## src/rtl/tile_pkg.sv

```systemverilog
// Shared types and helpers for the tile-flip issuer: default widths, picture-ID type,
// flip FSM states and the wrap-around increment used for the player track.
package tile_pkg;

  localparam int DEF_TILE_W = 4;
  localparam int DEF_IDX_W  = 5;

  typedef logic [DEF_TILE_W-1:0] tile_t;

  typedef enum logic [2:0] {
    IDLE   = 3'd0,
    S_CTR  = 3'd1,
    S_EDGE = 3'd2,
    S_CMP  = 3'd3,
    S_DONE = 3'd4
  } flip_state_e;

  function automatic int unsigned wrap_inc(input int unsigned v, input int unsigned n);
    if (v + 1 >= n) return 0;
    else return v + 1;
  endfunction

endpackage

```

## src/rtl/tile_board_ram.sv

```systemverilog
// Picture board: DEPTH entries of TILE_W bits, one write port, one async read port.
// Out-of-range writes are dropped and out-of-range reads return 0.
module tile_board_ram #(
  parameter int DEPTH  = 24,
  parameter int TILE_W = 4,
  parameter int IDX_W  = 5
) (
  input  logic              clk,
  input  logic              rst_n,
  input  logic              we_i,
  input  logic [IDX_W-1:0]  waddr_i,
  input  logic [TILE_W-1:0] wdata_i,
  input  logic [IDX_W-1:0]  raddr_i,
  output logic [TILE_W-1:0] rdata_o
);

  localparam int AW = (DEPTH > 1) ? $clog2(DEPTH) : 1;

  logic [TILE_W-1:0] mem_q [DEPTH];
  logic              wr_ok;
  logic              rd_ok;

  assign wr_ok = we_i && ({1'b0, waddr_i} < (IDX_W+1)'(DEPTH));
  assign rd_ok = {1'b0, raddr_i} < (IDX_W+1)'(DEPTH);

  always_ff @(posedge clk or negedge rst_n) begin
    if (!rst_n) begin
      for (int i = 0; i < DEPTH; i++) mem_q[i] <= '0;
    end else if (wr_ok) begin
      mem_q[waddr_i[AW-1:0]] <= wdata_i;
    end
  end

  assign rdata_o = rd_ok ? mem_q[raddr_i[AW-1:0]] : '0;

endmodule

```

## src/rtl/tile_flip_issuer.sv

```systemverilog
// Game-side initiator for the tile-match comparator: presents center then edge tile,
// samples the comparator result and advances the player. Optional: TILE_CROSSCHECK_EN.
module tile_flip_issuer
  import tile_pkg::*;
#(
  parameter int N_EDGE   = 24,
  parameter int N_CENTER = 12,
  parameter int TILE_W   = DEF_TILE_W,
  parameter int IDX_W    = DEF_IDX_W
) (
  input  logic              clk,
  input  logic              rst_n,
  input  logic              load_en,
  input  logic              load_sel,
  input  logic [IDX_W-1:0]  load_idx,
  input  logic [TILE_W-1:0] load_tile,
  input  logic              flip_req,
  input  logic [IDX_W-1:0]  flip_idx,
  output logic              flip_ready,
  output logic [TILE_W-1:0] position_data,
  output logic              A,
  input  logic              result_in,
  output logic              flip_done,
  output logic              flip_match,
  output logic              flip_bad,
  output logic [IDX_W-1:0]  player_pos
`ifdef TILE_CROSSCHECK_EN
  ,
  output logic              xchk_err
`endif
);

  flip_state_e       state_q, state_d;
  logic [IDX_W-1:0]  idx_q, idx_d;
  logic [IDX_W-1:0]  pos_q, pos_d;
  logic [TILE_W-1:0] data_q, data_d;
  logic              ready_q, ready_d;
  logic              a_q, a_d;
  logic              done_q, done_d;
  logic              match_q, match_d;
  logic              bad_q, bad_d;

  logic              idle;
  logic              in_range;
  logic              accept;
  logic              reject;
  logic [IDX_W-1:0]  pos_next;
  logic [IDX_W-1:0]  ctr_raddr;
  logic [TILE_W-1:0] ctr_rd;
  logic [TILE_W-1:0] edge_rd;
  logic              edge_we;
  logic              ctr_we;

  assign idle     = (state_q == IDLE);
  assign in_range = {1'b0, flip_idx} < (IDX_W+1)'(N_CENTER);
  assign accept   = idle && flip_req && in_range;
  assign reject   = idle && flip_req && !in_range;
  assign pos_next = IDX_W'(wrap_inc(32'(pos_q), N_EDGE));

  // An accepted flip reads the board before this cycle's load lands
  assign ctr_raddr = accept ? flip_idx : idx_q;

  // Loads only while idle so a flip in flight never sees a half-updated board
  assign edge_we = load_en && !load_sel && idle;
  assign ctr_we  = load_en && load_sel && idle;

  tile_board_ram #(
    .DEPTH (N_EDGE),
    .TILE_W(TILE_W),
    .IDX_W (IDX_W)
  ) u_edge_board (
    .clk    (clk),
    .rst_n  (rst_n),
    .we_i   (edge_we),
    .waddr_i(load_idx),
    .wdata_i(load_tile),
    .raddr_i(pos_next),
    .rdata_o(edge_rd)
  );

  tile_board_ram #(
    .DEPTH (N_CENTER),
    .TILE_W(TILE_W),
    .IDX_W (IDX_W)
  ) u_center_board (
    .clk    (clk),
    .rst_n  (rst_n),
    .we_i   (ctr_we),
    .waddr_i(load_idx),
    .wdata_i(load_tile),
    .raddr_i(ctr_raddr),
    .rdata_o(ctr_rd)
  );

  always_ff @(posedge clk or negedge rst_n) begin
    if (!rst_n) state_q <= IDLE;
    else        state_q <= state_d;
  end

  always_comb begin
    state_d = state_q;
    unique case (state_q)
      IDLE: begin
        if (flip_req) state_d = in_range ? S_CTR : S_DONE;
      end
      S_CTR:   state_d = S_EDGE;
      S_EDGE:  state_d = S_CMP;
      S_CMP:   state_d = S_DONE;
      S_DONE:  state_d = IDLE;
      default: state_d = IDLE;
    endcase
  end

  // Outputs are decoded from the next state so they line up with the state register
  always_comb begin
    ready_d = (state_d == IDLE);
    a_d     = (state_d == S_EDGE) || (state_d == S_CMP);
    done_d  = (state_d == S_DONE);
    idx_d   = accept ? flip_idx : idx_q;
    data_d  = data_q;
    match_d = match_q;
    bad_d   = bad_q;
    pos_d   = pos_q;

    unique case (state_d)
      S_EDGE:  data_d = edge_rd;
      S_CMP:   data_d = data_q;
      default: data_d = ctr_rd;
    endcase

    if (accept) begin
      bad_d = 1'b0;
    end else if (reject) begin
      bad_d   = 1'b1;
      match_d = 1'b0;
    end

    if (state_q == S_CMP) match_d = result_in;
    if (state_q == S_DONE && match_q) pos_d = pos_next;
  end

  always_ff @(posedge clk or negedge rst_n) begin
    if (!rst_n) begin
      ready_q <= 1'b1;
      a_q     <= 1'b0;
      data_q  <= '0;
      done_q  <= 1'b0;
      match_q <= 1'b0;
      bad_q   <= 1'b0;
      pos_q   <= '0;
      idx_q   <= '0;
    end else begin
      ready_q <= ready_d;
      a_q     <= a_d;
      data_q  <= data_d;
      done_q  <= done_d;
      match_q <= match_d;
      bad_q   <= bad_d;
      pos_q   <= pos_d;
      idx_q   <= idx_d;
    end
  end

  assign flip_ready    = ready_q;
  assign A             = a_q;
  assign position_data = data_q;
  assign flip_done     = done_q;
  assign flip_match    = match_q;
  assign flip_bad      = bad_q;
  assign player_pos    = pos_q;

`ifdef TILE_CROSSCHECK_EN
  logic xchk_q;

  // Local equality check against the comparator's verdict, sticky until reset
  always_ff @(posedge clk or negedge rst_n) begin
    if (!rst_n) xchk_q <= 1'b0;
    else if (state_q == S_CMP && ((ctr_rd == edge_rd) != result_in)) xchk_q <= 1'b1;
  end

  assign xchk_err = xchk_q;
`endif

endmodule

```

## config.mk

```make
export PLATFORM = sky130hd
export DESIGN_NAME = tile_flip_issuer
export DESIGN_NICKNAME = d
export VERILOG_FILES = /design/src/rtl/tile_pkg.sv /design/src/rtl/tile_board_ram.sv /design/src/rtl/tile_flip_issuer.sv
export SDC_FILE = /design/constraint.sdc
export NUM_CORES = 1
export LEC_CHECK = 0
export CORE_ASPECT_RATIO = 0.5
export CORE_MARGIN = 2
export CORE_UTILIZATION = 35
export DETAILED_ROUTE_END_ITERATION = 16
export PLACE_DENSITY_LB_ADDON = 0.08
export SLEW_MARGIN = 20
export SYNTH_ARGS = -nofsm -noshare
export SYNTH_HDL_FRONTEND = slang
export SYNTH_SLANG_ARGS = --single-unit
```

## constraint.sdc

```tcl
create_clock -name clk -period 2.9 [get_ports clk]
set_clock_uncertainty 0.2 [all_clocks]
set_input_delay 0.29 -clock clk [delete_from_list [all_inputs] [get_ports clk]]
set_output_delay 0.29 -clock clk [all_outputs]
set_load 0.01 [all_outputs]
```

Word-level counts from Yosys, hierarchy flattened

Index checks and enable logic that the tools add are counted.

Register bits: 166
Memory bits (writable): 0
Memories: 0
Memory bits (read-only): 0
Output and inout port bits: 14
Bits in latches: 0
Word-level logic and storage cells: 115

Order comparisons: 12
Divide/modulo/power cells: 0
Reduce and logical (&&, ||, !) cells: 20
Eq/ne operators: 8
Shift-type cells: 0
Multiply operators: 0
Add/subtract/negate cells: 1
Bitwise gates (word level): 4
Mux-type cells: 25

Operator list:

| cell                  | count |
|---|---|
| $bwmux W96            | 1 |
| $bwmux W48            | 1 |
| $mux W4               | 8 |
| $bmux W4 S5           | 1 |
| $demux W4 S5          | 1 |
| $bmux W4 S4           | 1 |
| $demux W4 S4          | 1 |
| $lt A5 B4 Y1 const B  | 3 |
| $eq A3 B2 Y1 const B  | 4 |
| $ge A6 B6 Y1 const B  | 2 |
| $logic_and A1 B1 Y1   | 12 |
| $not A5 Y6            | 2 |
| $pmux W3 S4           | 1 |
| $ge A5 B5 Y1 const B  | 2 |
| $lt A5 B5 Y1 const B  | 2 |
| $mux W5               | 2 |
| $not A4 Y5            | 2 |
| $pmux W4 S2           | 1 |
| $add A5 B1 Y6 const B | 1 |
| $eq A3 B3 Y1 const B  | 2 |
| $ge A6 B5 Y1 const B  | 1 |
| $logic_not A3 Y1      | 2 |
| $lt A6 B1 Y1 const B  | 1 |
| $mux W3               | 2 |
| 8 further kinds       | 14 |

Longest topological paths before layout

Gate-level depths: netlist of the first run.

Depth after elaboration: 10
Gate-level depth with buffers: 10
Depth with buffers taken out: 8

By module

Synthesis of the first run repeated with hierarchy kept, for this count alone.

Cells, all modules: 602
Area total of the unflattened synthesis: 8,150.3 µm²

Modules (own cells, without submodules):

| module                           | instances | cells an instance | area an instance (µm²) |
|---|---|---|---|
| tile_board_ram at u_edge_board   | 1         | 334               | 4,647.0 |
| tile_board_ram at u_center_board | 1         | 167               | 2,367.3 |
| tile_flip_issuer                 | 1         | 101               | 1,136.1 |

Worst setup path after synthesis of the first run

Ideal clock, no wire load.

Path type: reg-to-reg
From: reg state_q[0]
To: reg data_q[2], in the netlist position_data[2]
Period minus slack after synthesis: 2.778 ns
Library setup time: 0.132 ns
Setup slack: 0.122 ns
Cell stages (with the launch flop): 11
Path buffers: 3
Arrival time: 2.446 ns
Path through: dfrtp_1 buf_6 nor4b_4 buf_4 a21boi_0 nor2_1 buf_6 mux4_2 a32o_1 a221oi_1 o21ai_1

Cells in the longest elaborated chain, start to end: 10
Elaborated cells between the ends (all ways): 18
Those cells by class: order compare (1); eq/ne (5); mux (8); bitwise (1); reduce/logical (3)

Ends and longest elaborated chain:

| what                                       | line                                            | RTL |
|---|---|---|
| from (decl)                                | tile_flip_issuer.sv:33                          | `flip_state_e state_q, state_d;` |
| from (signal assigned)                     | tile_flip_issuer.sv:97                          | `else state_q <= state_d;` |
| $logic_not A3 Y1                           | tile_flip_issuer.sv:54, tile_flip_issuer.sv:102 |  |
| $logic_and A1 B1 Y1 (2 in a row)           | tile_flip_issuer.sv:56                          | `assign accept = idle && flip_req && in_range;` |
| $mux W5                                    | n/a                                             |  |
| $not A4 Y5 (not written as such)           | tile_board_ram.sv:34                            | `assign rdata_o = rd_ok ? mem_q[raddr_i[AW-1:0]] : '0;` |
| $bmux W4 S4                                | tile_board_ram.sv:34                            |  |
| $mux W4 (not written as such) (2 in a row) | tile_board_ram.sv:34                            |  |
| $mux W4                                    | tile_board_ram.sv:34                            |  |
| $pmux W4 S2                                | tile_flip_issuer.sv:125                         | `unique case (state_d)` |
| to (signal assigned)                       | tile_flip_issuer.sv:155                         | `data_q <= data_d;` |
| to (decl)                                  | tile_flip_issuer.sv:36                          | `logic [TILE_W-1:0] data_q, data_d;` |

Parallel ways exist; a longest one is shown, timed or not. The select of a mux whose other input is x is not followed.
A chain may end at the register's enable or synchronous reset.

Worst setup path in the final report of the first run

From: reg pos_q[0], in the netlist player_pos[0]
To: reg data_q[0], in the netlist position_data[0]

Cells in the longest elaborated chain, start to end: 9
Elaborated cells between the ends (all ways): 10
Those cells by class: add/sub (1); order compare (2); mux (6); bitwise (1)

Ends and longest elaborated chain:

| what                                       | line                    | RTL |
|---|---|---|
| from (decl)                                | tile_flip_issuer.sv:35  | `logic [IDX_W-1:0] pos_q, pos_d;` |
| from (signal assigned)                     | tile_flip_issuer.sv:159 | `pos_q <= pos_d;` |
| $add A5 B1 Y6 *                            | tile_pkg.sv:20          | `else return v + 1;` |
| $ge A6 B5 Y1                               | tile_pkg.sv:19          | `if (v + 1 >= n) return 0;` |
| $mux W5 *                                  | tile_pkg.sv:19          |  |
| $not A5 Y6 (not written as such)           | tile_board_ram.sv:34    |  |
| $bmux W4 S5                                | tile_board_ram.sv:34    |  |
| $mux W4 (not written as such) (2 in a row) | tile_board_ram.sv:34    |  |
| $mux W4 *                                  | tile_board_ram.sv:34    |  |
| $pmux W4 S2 *                              | tile_flip_issuer.sv:125 |  |

Mark *: on every way between the ends. The rest lies on a longest branch, timed or not. The select of a mux whose other input is x is not followed.

==> results of run 1 <==
## cells in the final DEF, fill, tap and decap left out, types with 6 or more instances in the layout
cell	instances
dfrtp_1	164
mux2_2	145
nand2_1	90
buf_4	69
clkdlybuf4s50_1	32
nand3_1	22
a21oi_1	19
a221oi_1	18
clkbuf_16	18
mux2i_1	15
nor2_1	13
o21ai_0	12
and3_1	11
nor3_1	11
nand2b_1	11
a311oi_1	7
buf_12	6
## registers in the layout, indices dropped and copies added, names as in the netlist, 3 cells and up
signal and cells:
u_edge_board.mem_q 96, u_center_board.mem_q 48, idx_q 5, player_pos 5, position_data 4, state_q 3
## cell type report
type | instances | area (um2) | area share [%]
timing repair buffer | 112 | 1027 | 10.18
sequential | 166 | 4156 | 41.17
inverter | 6 | 22.52 | 0.2231
multi-input combinational | 475 | 3899 | 38.62
clock inverter | 10 | 121.4 | 1.202
clock buffer | 22 | 484.2 | 4.797
tap | 307 | 384.1 | 3.805
## critical path: stages, from the launching register on
cell and delay (ps):
dfrtp_1 420, ha_4 200, or2_2 290, buf_4 140
nand4_1 80, buf_4 150, buf_12 150, nand3_1 100
a311o_1 400, a221oi_2 330, buf_4 180, o21ai_1 50
## per-stage QoR
stage	cell area [um2]	std cells	worst slack [ps]	total power, mW
floorplan	8149	689	122.1	4.849
global placement	9295	1061	-435.4	6.358
detailed placement	9295	1061	-525.9	6.354
CTS	9955	1094	0.5458	8.776
global route	10090	1098	-0.3757	9.414
finish	10090	1098	72.27	8.939
## per-layer routing
layer / track usage [%] / up-vias
li1: - / 2731
met1: 26.34 / 2999
met2: 30.99 / 105
met3: 4.098 / 15
met4: 5.414 / 0
met5: 0 / -
## path summary, 6_finish.rpt
kind | end | slack [ps]
setup / recovery | position_data[0] | 70
hold / removal | u_edge_board.mem_q[60] | 170
setup reg to reg | position_data[0] | 70
hold reg to reg | u_edge_board.mem_q[38] | 300
max in group asynchronous | flip_ready | 1510
min in group clk | flip_match | 220
## report_power, final
group | leakage, nW | internal, mW | switching [mW]
Sequential | 2.26 | 2.74 | 0.281
Clock | 0.285 | 1.36 | 0.962
Combinational | 2.16 | 1.70 | 1.89
Total | 4.70 | 5.80 | 3.14
## cell families after synthesis
group	share of synthesized area (%)
buffers and inverters	2.733
adders and majority gates	0.3070
muxes	23.98
xor gates and xnor gates	0.1075
DFF	50.99
AOI/OAI and AO/OA	9.658
and+or+nand+nor	12.22
## repair_timing
action	in CTS	in global routing
gates resized for setup	9	19
gates cloned	0	1
pin swaps	1	5
setup buffers	0	3
hold buffers	1	0
endpoints found under the setup margin	4	4
hold endpoints to repair	45	0
==> results.yml, run 1 <==
drt:
  vias_per_cell: 5.328
  drt-total-wl_mm: 22.87
  drtAntennaViolNets: 0
  wl_per_cell_um: 20.83
  wl_met2_mm: 10.67
  vias: 5850
  post-route-drc-count: 0
  drt-met1-wl_mm: 11.11
  dr.max_layer_used: "met4"
  dr.pass1.iters: 4
  drt_iter0_markers: 421
  met3WireLength_um: 821
flow_run:
  drv_cap: 0
cts:
  numCtsBuffers: 17
  clock_path_buffers: 2
  clockRootBuffer: "clkbuf_16"
  tritoncts: "yes"
  clock_latency_ps: 440
  clk_pin_slew_worst_paths_ps: 70
  htree_levels: 4
  cts_num_sinks: 166
sta:
  min_period_ps: 2828
  hold_viol: 0
  setup_violations: 0
  slew_headroom_pct: 63.56
  setup_tns_ps: 0
  tightest_slew_ps: 545.4
  period_share_pct: 97.51
  whs_ps: 168.1
  slew_viol_final: 0
  max_freq_ghz: 0.3536
place:
  dp_hpwl_mm: 15.77
  portBuffers: 33
  gp_congestion: 0.8402
die:
  boundaryPins: 34
  fp.dieArea_um2: 24590
  core_um2: 22840
  initial_utilization_pct: 35.68
  die_y_um: 111.9
  die_w_um: 219.8
  rows: 39
synth:
  synth_top_area_share_pct: 50.67
  syn_inst: 689
  synth_ff_type: "dfrtp_1"
  yosysUniqueCellTypes: 67
  yosysMostFrequentCell: "dfrtp_1"
  ys_top_cells_by_count: "dfrtp_1 (165), mux2_2 (145), nand2_1 (91)"
  synth_edf_count: 0
  synth.cell_area_um2: 8149
  synth.area.top_cells: "dfrtp_1 (51%), mux2_2 (20%), nand2_1 (4.2%), a221oi_1 (2.6%), mux2i_1 (2.0%)"
  synth_seq_area_share_pct: 50.99
  async_flop_share_pct: 100.0
  avgSynthCellArea_um2: 11.83
  ys_warn_count: 0
  syn_nets: 711
  yosys.area.top_type: "dfrtp_1"
  ys_seq_elements: 166
worst_setup_path:
  worst_setup_path_start_kind: "flip-flop"
  setup.worst_path.end_class: "flip-flop"
  cp-startpoint: "player_pos[0]"
  cp_max_fo: 11
  cp_data_required_time_ps: 3010
  cp.arrival_ps: 2940
  timing.rr.start: "player_pos[0]"
  reg2regPathDepth: 11
  critPathKind: "reg2reg"
finish:
  fillerInstances: 2214
  final_util_pct: 44.20
  antenna_cells: 0
  drive_above_1_share_pct: 36.79
  syn_to_final_growth_pct: 23.88
  fin_nets: 800
power:
  p_leak_nw: 4.699
  ir_drop_v: 0.0004001
  p_per_area_nw_per_um2: 885.5
worst_hold_path:
  timing.hold.worst.class: "in2async"
global_routing:
  grt_pass1_wl_mm: 35.13
  antenna_found_initial: 0
  grt_pass1_vias: 6050
  grt_max_degree: 69
  track_usage_pct: 19.27
  grt_overflow_total: 0
run_status:
  outcome: "finished clean"
No activity file was read; power rests on OpenSTA's default activity.
==> inputs of run 2 (changes only) <==
Settings changed: CORE_UTILIZATION 35 to 55, SKIP_CTS_REPAIR_TIMING from default to 1.
==> run 2 against run 1 <==
Net effect:
- utilization rose by 23 points
- first-iteration DRC count rose by 22%
- worst hold slack improved by 56 ps
- clock power fell by 6%
- total power fell by 5.3%
- setup slack improved by 11 ps
- wire length fell by 11%
- flip-flop and latch count did not move
- final cell count fell by 11%
- die area fell by 35%
- via count rose by 1.8%
- critical path type unchanged
- critical endpoint is now position_data[1]
==> results.yml, run 2 (synthesis gave the netlist of run 1 again) <==
finish:
  largest_reg_flops: 96
  drive_above_1_share_pct: 34.53
  layout.cells.non_filler: 977
  regMostFlops: "u_edge_board.mem_q"
  final_util_pct: 67.28
  mostFrequentLayoutCells: "dfrtp_1 (165), mux2_2 (145), nand2_1 (91), buf_4 (60), clkdlybuf4s50_1 (32)"
  largestRegisters: "u_edge_board.mem_q x96, u_center_board.mem_q x48"
  antenna_cells: 0
  syn_to_final_growth_pct: 19.45
  fin_nets: 788
  final_area_um2: 9734
  final_common_cell: "dfrtp_1"
cts:
  numCtsBuffers: 17
  tritoncts: "yes"
  htree_levels: 4
  clock_latency_ps: 420
  clock_path_buffers: 2
  cts_num_sinks: 166
  clockRootBuffer: "clkbuf_16"
  clk_pin_slew_worst_paths_ps: 70
worst_setup_path:
  setup.worst_path.end_class: "flip-flop"
  reg2regPathDepth: 9
  critPathKind: "reg2reg"
  crit_cells: 9
  worst-path-buf-inv: 2
  crit_family: "simple AND/OR/NAND/NOR gates"
  critPathMaxStageDelay_ps: 500
  crit_chain: "buf_4 -> or4b_1 -> buf_4 -> o21ai_0 -> nand3_1 -> nand3_1 -> nand4bb_2 -> a2111oi_4 -> or3_1"
  cp_data_required_time_ps: 3060
  worst_path_max_delay_cell: "or4b_1"
  cp_max_fo: 8
  cp.arrival_ps: 2970
  worst_setup_path_start_kind: "flip-flop"
drt:
  drt-total-wl_mm: 20.46
  vias_per_cell: 6.094
  drtAntennaViolNets: 0
  post-route-drc-count: 0
  wl_per_cell_um: 20.94
  dr.pass1.iters: 5
  drt_iter0_markers: 514
  vias: 5954
power:
  p_leak_nw: 4.572
  finalPower_mw: 8.467
  ir_drop_v: 0.0005125
  p_per_area_nw_per_um2: 869.8
die:
  core_um2: 14470
  die_y_um: 90.07
  initial_utilization_pct: 56.33
  fp.dieArea_um2: 15860
  rows: 31
  boundaryPins: 34
  die_w_um: 176.1
global_routing:
  grt_overflow_total: 0
  track_usage_pct: 27.11
  antenna_found_initial: 0
  grt_pass1_vias: 6040
  grt_pass1_wl_mm: 33.02
  grt_max_degree: 62
sta:
  min_period_ps: 2817
  slew_viol_final: 0
  slew_headroom_pct: 56.99
  hold_viol: 0
  tightest_slew_ps: 643.8
  rsz0062_at_grt: "yes"
  setup_violations: 0
  period_share_pct: 97.12
  whs_ps: 223.6
  max_freq_ghz: 0.3550
place:
  post-place-cells: 942
  gp_congestion: 0.9261
  dp_hpwl_mm: 13.99
  placed_cell_area_um2: 9084
  portBuffers: 33
worst_hold_path:
  timing.hold.worst.class: "in2async"
run_status:
  outcome: "finished clean"
flow_run:
  drv_cap: 0
## run 2: cell types whose count changed in the layout (fill, tap and decap cells not counted), sizes merged
cell	previous run	this run
bufinv	2	1
buf	78	67
clkinvlp	4	5
clkinv	4	3
inv	6	9
clkbuf	23	20
## run 2: cell type report
type	count	area [um2]
Inverter	6	22.52
Timing Repair Buffer	100	912.1
Tap cell	198	247.7
Multi-Input combinational cell	475	3830
Clock inverter	12	120.1
Sequential cell	166	4155
Fill cell	1103	4733
Clock buffer	20	446.7
## run 2: worst register-to-register path, cell delays in order, from the launching register on
cell       delay [ps]
dfrtp_1           430
buf_4             180
or4b_1            500
buf_4             190
o21ai_0           280
nand3_1           140
nand3_1           110
nand4bb_2         140
a2111oi_4         410
or3_1             170
## run 2: worst paths after layout
kind | startpoint | end | slack [ps]
max | state_q[1] | position_data[1] | 80
min | rst_n | u_center_board.mem_q[1] | 220
max reg2reg | state_q[1] | position_data[1] | 80
min reg2reg | flip_bad | flip_bad | 300
max in group asynchronous | rst_n | u_edge_board.mem_q[65] | 1570
min in group clk | result_in | flip_match | 260
## run 2: routing by layer
metal / up-vias / routed length, um / global-route usage (%)
li1: 2706 / - / -
met1: 3049 / 9406 / 37.59
met2: 166 / 9507 / 42.22
met3: 33 / 1190 / 6.853
met4: 0 / 355 / 8.333
met5: - / 0 / 0
## run 2: through the flow
step                      setup TNS, ps  worst slack, ps
after floorplan                       0            122.1
after global placement           -551.6           -256.9
after detailed placement         -988.5           -370.3
after CTS                        -379.2           -153.7
after global routing             -35.55           -24.29
final                                 0            83.44
## run 2: where the power goes
group	total, mW	internal [mW]	switching (mW)
clock	2.19	1.22	0.974
combinational	3.26	1.54	1.72
sequential	3.02	2.73	0.283
